## config.mk

```make
export PLATFORM = sky130hd
export DESIGN_NAME = dickson_debounce_in
export DESIGN_NICKNAME = d
export VERILOG_FILES = /design/src/rtl/dickson_debounce_in.sv
export SDC_FILE = /design/constraint.sdc
export NUM_CORES = 1
export LEC_CHECK = 0
export CAP_MARGIN = 10
export CORE_MARGIN = 3
export CORE_UTILIZATION = 55
export DETAILED_ROUTE_END_ITERATION = 6
export GPL_ROUTABILITY_DRIVEN = 0
export GPL_TIMING_DRIVEN = 0
export PLACE_DENSITY = 0.74
export SLEW_MARGIN = 20
export SYNTH_ARGS = -nofsm -noshare
export SYNTH_HDL_FRONTEND = slang
export SYNTH_SLANG_ARGS = --single-unit
```

## constraint.sdc

```tcl
create_clock -name clk -period 8.28 [get_ports clk]
set_clock_uncertainty 0.2 [all_clocks]
set_input_delay 1.656 -clock clk [delete_from_list [all_inputs] [get_ports clk]]
set_output_delay 1.656 -clock clk [all_outputs]
set_load 0.02 [all_outputs]
```

## src/rtl/dickson_debounce_in.sv

```systemverilog
// dickson_debounce_in
//   Debounced button/switch input block with a small register slot.
//   Raw inputs are synchronised, debounced against a millisecond tick and
//   turned into sticky rise/fall flags, per-channel press counters and an
//   interrupt request.
//
//   Ports
//     clk      system clock, all state on rising edge
//     reset    asynchronous active-high reset
//     cs       slot select
//     read     read strobe (no side effects)
//     write    write strobe; a write happens when cs && write
//     addr     register address
//     wr_data  write data
//     rd_data  combinational read data selected by addr
//     btn_in   raw asynchronous button inputs
//     irq      registered interrupt request
//
//   Register map
//     0 stable (RO)   1 rise (W1C)   2 fall (W1C)   3 db_ms (RW, 16 bit)
//     4 packed press counters (RO, any write clears)   5 irq_en (RW)
module dickson_debounce_in #(
   parameter int unsigned W      = 4,
   parameter int unsigned MS_DIV = 100000,
   parameter int unsigned DB_RST = 20
) (
   input  logic          clk,
   input  logic          reset,
   input  logic          cs,
   input  logic          read,
   input  logic          write,
   input  logic [4:0]    addr,
   input  logic [31:0]   wr_data,
   output logic [31:0]   rd_data,
   input  logic [W-1:0]  btn_in,
   output logic          irq
);

   localparam int unsigned PW = (MS_DIV > 1) ? $clog2(MS_DIV) : 1;

   logic [W-1:0]   r_sync1;
   logic [W-1:0]   r_sync2;
   logic [PW-1:0]  r_pre;
   logic [W-1:0]   r_stable;
   logic [15:0]    r_cnt [W];
   logic [7:0]     r_press [W];
   logic [W-1:0]   r_rise;
   logic [W-1:0]   r_fall;
   logic [15:0]    r_db_ms;
   logic [2*W-1:0] r_irq_en;
   logic           r_irq;

   logic           w_tick;
   logic           w_wr;
   logic [W-1:0]   w_chg;
   logic [W-1:0]   w_rise_evt;
   logic [W-1:0]   w_fall_evt;
   logic [W-1:0]   w_rise_clr;
   logic [W-1:0]   w_fall_clr;
   logic           w_clr_press;
   logic [31:0]    w_press_pack;
   logic           w_unused;

   assign w_unused = &{1'b0, read, wr_data[31:16]};

   assign w_tick      = (r_pre == PW'(MS_DIV - 1));
   assign w_wr        = cs & write;
   assign w_rise_clr  = (w_wr && addr == 5'd1) ? wr_data[W-1:0] : '0;
   assign w_fall_clr  = (w_wr && addr == 5'd2) ? wr_data[W-1:0] : '0;
   assign w_clr_press = w_wr && (addr == 5'd4);

   // A channel commits when its synchronised level has disagreed with the
   // stable level for at least db_ms ticks; the live db_ms is used so that
   // lowering it releases a pending change immediately.
   always_comb begin
      w_chg      = '0;
      w_rise_evt = '0;
      w_fall_evt = '0;
      for (int unsigned i = 0; i < W; i++) begin
         w_chg[i]      = (r_sync2[i] != r_stable[i]) && (r_cnt[i] >= r_db_ms);
         w_rise_evt[i] = w_chg[i] & r_sync2[i];
         w_fall_evt[i] = w_chg[i] & ~r_sync2[i];
      end
   end

   always_ff @(posedge clk or posedge reset) begin
      if (reset) begin
         r_sync1 <= '0;
         r_sync2 <= '0;
         r_pre   <= '0;
      end else begin
         r_sync1 <= btn_in;
         r_sync2 <= r_sync1;
         r_pre   <= w_tick ? '0 : r_pre + PW'(1);
      end
   end

   always_ff @(posedge clk or posedge reset) begin
      if (reset) begin
         r_stable <= '0;
         r_rise   <= '0;
         r_fall   <= '0;
         r_db_ms  <= 16'(DB_RST);
         r_irq_en <= '0;
         r_irq    <= 1'b0;
         for (int unsigned i = 0; i < W; i++) begin
            r_cnt[i]   <= '0;
            r_press[i] <= '0;
         end
      end else begin
         for (int unsigned i = 0; i < W; i++) begin
            if (r_sync2[i] == r_stable[i]) begin
               r_cnt[i] <= '0;
            end else if (w_chg[i]) begin
               r_stable[i] <= r_sync2[i];
               r_cnt[i]    <= '0;
            end else if (w_tick) begin
               r_cnt[i] <= r_cnt[i] + 16'd1;
            end

            // A press landing on the clearing write still counts once.
            if (w_clr_press) begin
               r_press[i] <= w_rise_evt[i] ? 8'd1 : 8'd0;
            end else if (w_rise_evt[i]) begin
               r_press[i] <= r_press[i] + 8'd1;
            end
         end

         // New events win over a coincident W1C of the same bit.
         r_rise <= (r_rise & ~w_rise_clr) | w_rise_evt;
         r_fall <= (r_fall & ~w_fall_clr) | w_fall_evt;

         if (w_wr && addr == 5'd3) begin
            r_db_ms <= wr_data[15:0];
         end
         if (w_wr && addr == 5'd5) begin
            r_irq_en <= wr_data[2*W-1:0];
         end

         r_irq <= |({r_fall, r_rise} & r_irq_en);
      end
   end

   always_comb begin
      w_press_pack = '0;
      for (int unsigned i = 0; i < W; i++) begin
         w_press_pack[8*i +: 8] = r_press[i];
      end
   end

   always_comb begin
      rd_data = '0;
      case (addr)
         5'd0: rd_data[W-1:0]   = r_stable;
         5'd1: rd_data[W-1:0]   = r_rise;
         5'd2: rd_data[W-1:0]   = r_fall;
         5'd3: rd_data[15:0]    = r_db_ms;
         5'd4: rd_data          = w_press_pack;
         5'd5: rd_data[2*W-1:0] = r_irq_en;
         default: rd_data       = '0;
      endcase
   end

   assign irq = r_irq;

endmodule

```

# Word level (Yosys, flattened, before mapping)
# Index checks and enable logic that the tools add are counted.
# word_totals
register_bits,158
in_bits,46
word_cells,125
# op_classes
add_sub_neg,9
magnitude_cmp,4
eq_ne,14
muxes,31
bitwise,24
reduce_logical,23
# ops
operator,n
16-bit 2-to-1 mux,13
"16-bit by 1-bit adder with 16-bit output, second input constant",4
16-bit greater-or-equal comparator,4
8-bit 2-to-1 mux,8
"8-bit by 1-bit adder with 8-bit output, second input constant",4
4-bit case mux with 6 select lines,1
"17-bit by 1-bit adder with 17-bit output, second input constant",1
"17-bit == test, second input constant",1
17-bit 2-to-1 mux,1
8-bit case mux with 2 select lines,1
4-bit case mux with 3 select lines,1
3-bit nonzero test,4
"5-bit by 2-bit == test with 1-bit output, second input constant",2
"5-bit by 3-bit == test with 1-bit output, second input constant",2
1-bit bitwise AND,9
1-bit logical AND,9
4-bit bitwise AND,2
8-bit bitwise AND,1
4-bit 2-to-1 mux,2
1-bit NOT,8
4-bit NOT,2
4-bit bitwise OR,2
2-bit AND reduction,4
2-bit nonzero test,4
other kinds (6),15

# Logic depth before layout (Yosys ltp)
# logic_depth
word_depth,6
ltp_mapped,9

# Worst setup path before layout
# Ideal clock, no wire load.
# synth_path
path_type,input to output
from,input port addr[3]
to,output port rd_data[4]
arrival_ns,3.019
required_time_ns,6.424
slack_ns,3.405
stages,4
n_path_buf,1
path_cell_list,nor4b_2 -> clkbuf_1 -> a22oi_1 -> o21ai_0
# synth_via
elab_chain_cells,2
elab_cells_between_ends,4
cone_classes,eq/ne (3); mux (1)
# synth_lines
item,line_no,source
"start, declared",32,"input logic [4:0] addr,"
5-bit by 3-bit == test with 1-bit output or 5-bit by 2-bit == test with 1-bit output (tied branches),153,case (addr)
4-bit case mux with 3 select lines (*),153,
"end, declared",34,"output logic [31:0] rd_data,"
# Mark *: on every way between the ends. The rest lies on a longest branch, timed or not.

# Worst setup path after layout
# layout_path
from,input port addr[3]
to,output port rd_data[16]
# layout_via
elab_chain_cells,2
# layout_lines
item,line_no
5-bit by 3-bit == test with 1-bit output,153
16-bit 2-to-1 mux,153
# Every way passes these cells.

==> reports/qor.yml <==
critical_path:
  cp.arrival_ns: 4.44
  reg2reg_slack_ns: 5.19
  rr_startpoint: "r_db_ms[2]"
  reg2reg_depth: 9
  cp.buffers_inverters: 4
  critical_path_class: "in2out"
  rr_endpoint: "r_cnt[18]"
  path_max_fanout: 10
  crit_path_cell_trace: "clkdlybuf4s50_1 > nor4b_2 > clkbuf_1 > clkbuf_1 > and3_1 > clkdlybuf4s50_1"
  worstPathRequired_ns: 6.42
  crit_cells: 6
  critical-path-max-stage-delay_ns: 0.68
  cp_top_family: "buffers and inverters"
  worst_setup_path_end_kind: "output port"
  cp-start-kind: "input port"
  cp-startpoint: "addr[3]"
  cpMaxStageDelayCell: "nor4b_2"
pwr:
  power.leakage_uw: 0.00471
  vdd_drop_max_v: 0.000175
  finalPower_uw: 2200
  p_per_area_mw_per_mm2: 207
sta:
  slew_headroom_pct: 42.2
  finalCritPeriodShare_pct: 76.0
  clock.fmax_mhz: 159
  slew_violations: 0
  worst_slew_pin_slew_ns: 0.860
  fin_ws_ns: 1.98
  setup_viol: 0
  hold_viol: 0
  rsz0062_at_grt: "false"
  fin_hold_ws_ns: 0.156
  period_needed_ns: 6.30
floorplan:
  start_util_pct: 56.8
  die-area_sq_mm: 0.0182
  core_sq_mm: 0.0161
  num_rows: 46
  die_w_um: 135
  die_h_um: 135
  io_pins: 79
clocking:
  clkLatencyLatePin_ns: 0.43
  clk_pin_slew_worst_paths_ns: 0.06
  postCtsSetupRepairBufs: 0
  cts_root_buffer: "clkbuf_16"
  cts_sinks: 158
  hold_buffers: 0
  cts_resized: 0
  h-tree-depth: 4
  clk_path_buf_depth: 2
  cts_tree: "yes"
  cts_buffers: 17
global_routing:
  grt_pass1_wl_um: 37700
  grt_max_degree: 89
  antenna_found_initial: 0
  grt_overflow: 0
  track_usage_pct: 26.2
  grt_pass1_vias: 7282
logic_synthesis:
  ys.flop_type: "dfrtp_1"
  netlist_top_cells_area: "dfrtp_1 43%, ha_1 10%, nand2_1 3.7%"
  yosysUniqueCellTypes: 57
  synth_most_common_cell: "dfrtp_1"
  yosys_warnings: 0
  synth_largest_area_cell: "dfrtp_1"
  synth_common_cells: "156 x dfrtp_1, 91 x nand2_1, 90 x nor2_1, 73 x ha_1, 49 x a21oi_1"
  async_reset_ff_share_pct: 100
  synth_edf_count: 0
  ys_seq_elements: 158
  synth_area_sq_mm: 0.00913
  synth.top_cell.area_share_pct: 42.8
  yosysSeqAreaShare_pct: 43.3
  synthCells: 941
  postSynthAreaPerCell_sq_um: 9.70
  syn-num-nets: 1060
placement:
  place_hpwl_um: 16400
  io_buffers: 61
  dpl_cell_area_sq_mm: 0.0100
  pre_cts_slack_ns: 2.03
worst_hold_path:
  whs_endpoint: "r_sync2[1]"
  whs_path_depth: 0
  hp-start: "r_sync1[1]"
  hold_class: "reg2reg"
route:
  vias_per_cell: 5.96
  ant_nets: 0
  drt_wl_total_um: 22800
  vias: 7450
  drt_iter0_drc: 558
  firstDrtPassIters: 6
  drc: 0
  wl_per_cell_um: 18.3
finish:
  layout-drive-gt1-share_pct: 8.32
  syn_to_final_growth_pct: 16.3
  antenna_cells: 0
  fill_cells: 1278
  stdcell_area_sq_mm: 0.0106
  final_nets: 1141
job:
  maxCapViolations: 0
run_status:
  outcome: "finished, final reports clean"
-- logic make-up (layout without fill, tap and decap cells) --
family                   after synthesis  after routing  synth area share [%]
AND/OR/NAND/NOR                      390            390                  21.5
flip-flops                           158            158                  43.3
AO/OA/AOI/OAI                        146            146                  10.8
XOR/XNOR                              77             77                  7.39
adder cells (fa/ha/maj)               73             73                  10.0
buffers and inverters                 61            154                  2.62
multiplexers                          36             36                  4.33
-- worst reg2reg max path: stages (launching register included) --
cell and delay [ns]:
dfstp_2 0.54, inv_1 0.14, ha_1 0.33, a211o_1 0.29
a31oi_1 0.17, o221ai_1 0.16, a211o_1 0.35, o21bai_1 0.32
clkbuf_1 0.33, nor2_1 0.18
-- worst max path at each step --
stage                     slack, ns          end
after floorplan                2.16          irq
after global placement         -0.1   r_sync2[2]
after detailed placement       2.03  rd_data[16]
after CTS                      2.02   rd_data[0]
after global routing           1.80  rd_data[17]
final                          1.98  rd_data[16]
-- cell type report --
type	count	area [sq um]	area share, %
Multi-Input combinational cell	722	4930	46.5
Sequential cell	158	3960	37.3
Clock buffer	23	488	4.60
Clock inverter	8	83.8	0.790
Timing Repair Buffer	62	638	6.01
Tap cell	216	270	2.55
Buffer	33	134	1.26
Inverter	28	113	1.06
-- registers in the layout, indices dropped and copies added (netlist names), 8 cells and up --
signal,count
r_press,32
r_irq_en,8
r_db_ms,16
r_cnt,64
r_pre,17
-- cell usage in the layout (no fill, tap or decap), types with 3 or more instances in the layout --
cell and count:
a21oi_1 49, nand2b_1 12, o21ai_0 23, nand2_1 91, a21o_1 6, clkbuf_8 4
nor4_1 3, or4_1 5, xnor2_1 39, nand4_1 35, xor2_1 38, dfrtp_1 156
clkbuf_16 17, a22o_1 12, and2_1 11, o211ai_1 6, a222oi_1 4, clkdlybuf4s50_1 61
and3_1 42, mux2i_1 8, nor2b_1 8, o21a_1 3, buf_2 8, inv_1 27
mux2_2 28, a22oi_1 8, or3_1 9, a31o_2 6, clkinvlp_4 6, and4_1 8
a31oi_1 4, nor3_1 21, a221oi_1 4, nand3_1 47, ha_1 73, clkbuf_1 26
nor2_1 90
-- power by group --
part           switching, uW  internal [uW]  total, uW
sequential               109            874        983
clock                    321            444        765
combinational            262            189        451
total                    692           1510       2200
-- per-stage QoR --
step	utilization [%]	instances	TNS (ns)
CTS	66.1	1250	0
finish	66.1	1250	0
detailed placement	62.6	1219	0
global route	66.1	1250	0
floorplan	-	941	0
global placement	62.3	1218	-13.06
-- routing by layer --
metal / vias up / routed length [um] / part of all wire (%) / global-route usage, %
li1: 3539 / - / - / -
met1: 3662 / 10700 / 47 / 37.8
met2: 204 / 10300 / 45 / 40.1
met3: 45 / 1270 / 5.5 / 4.88
met4: 0 / 612 / 2.7 / 8.82
met5: - / 0 / 0 / 0
No activity file was read; power rests on OpenSTA's default activity.
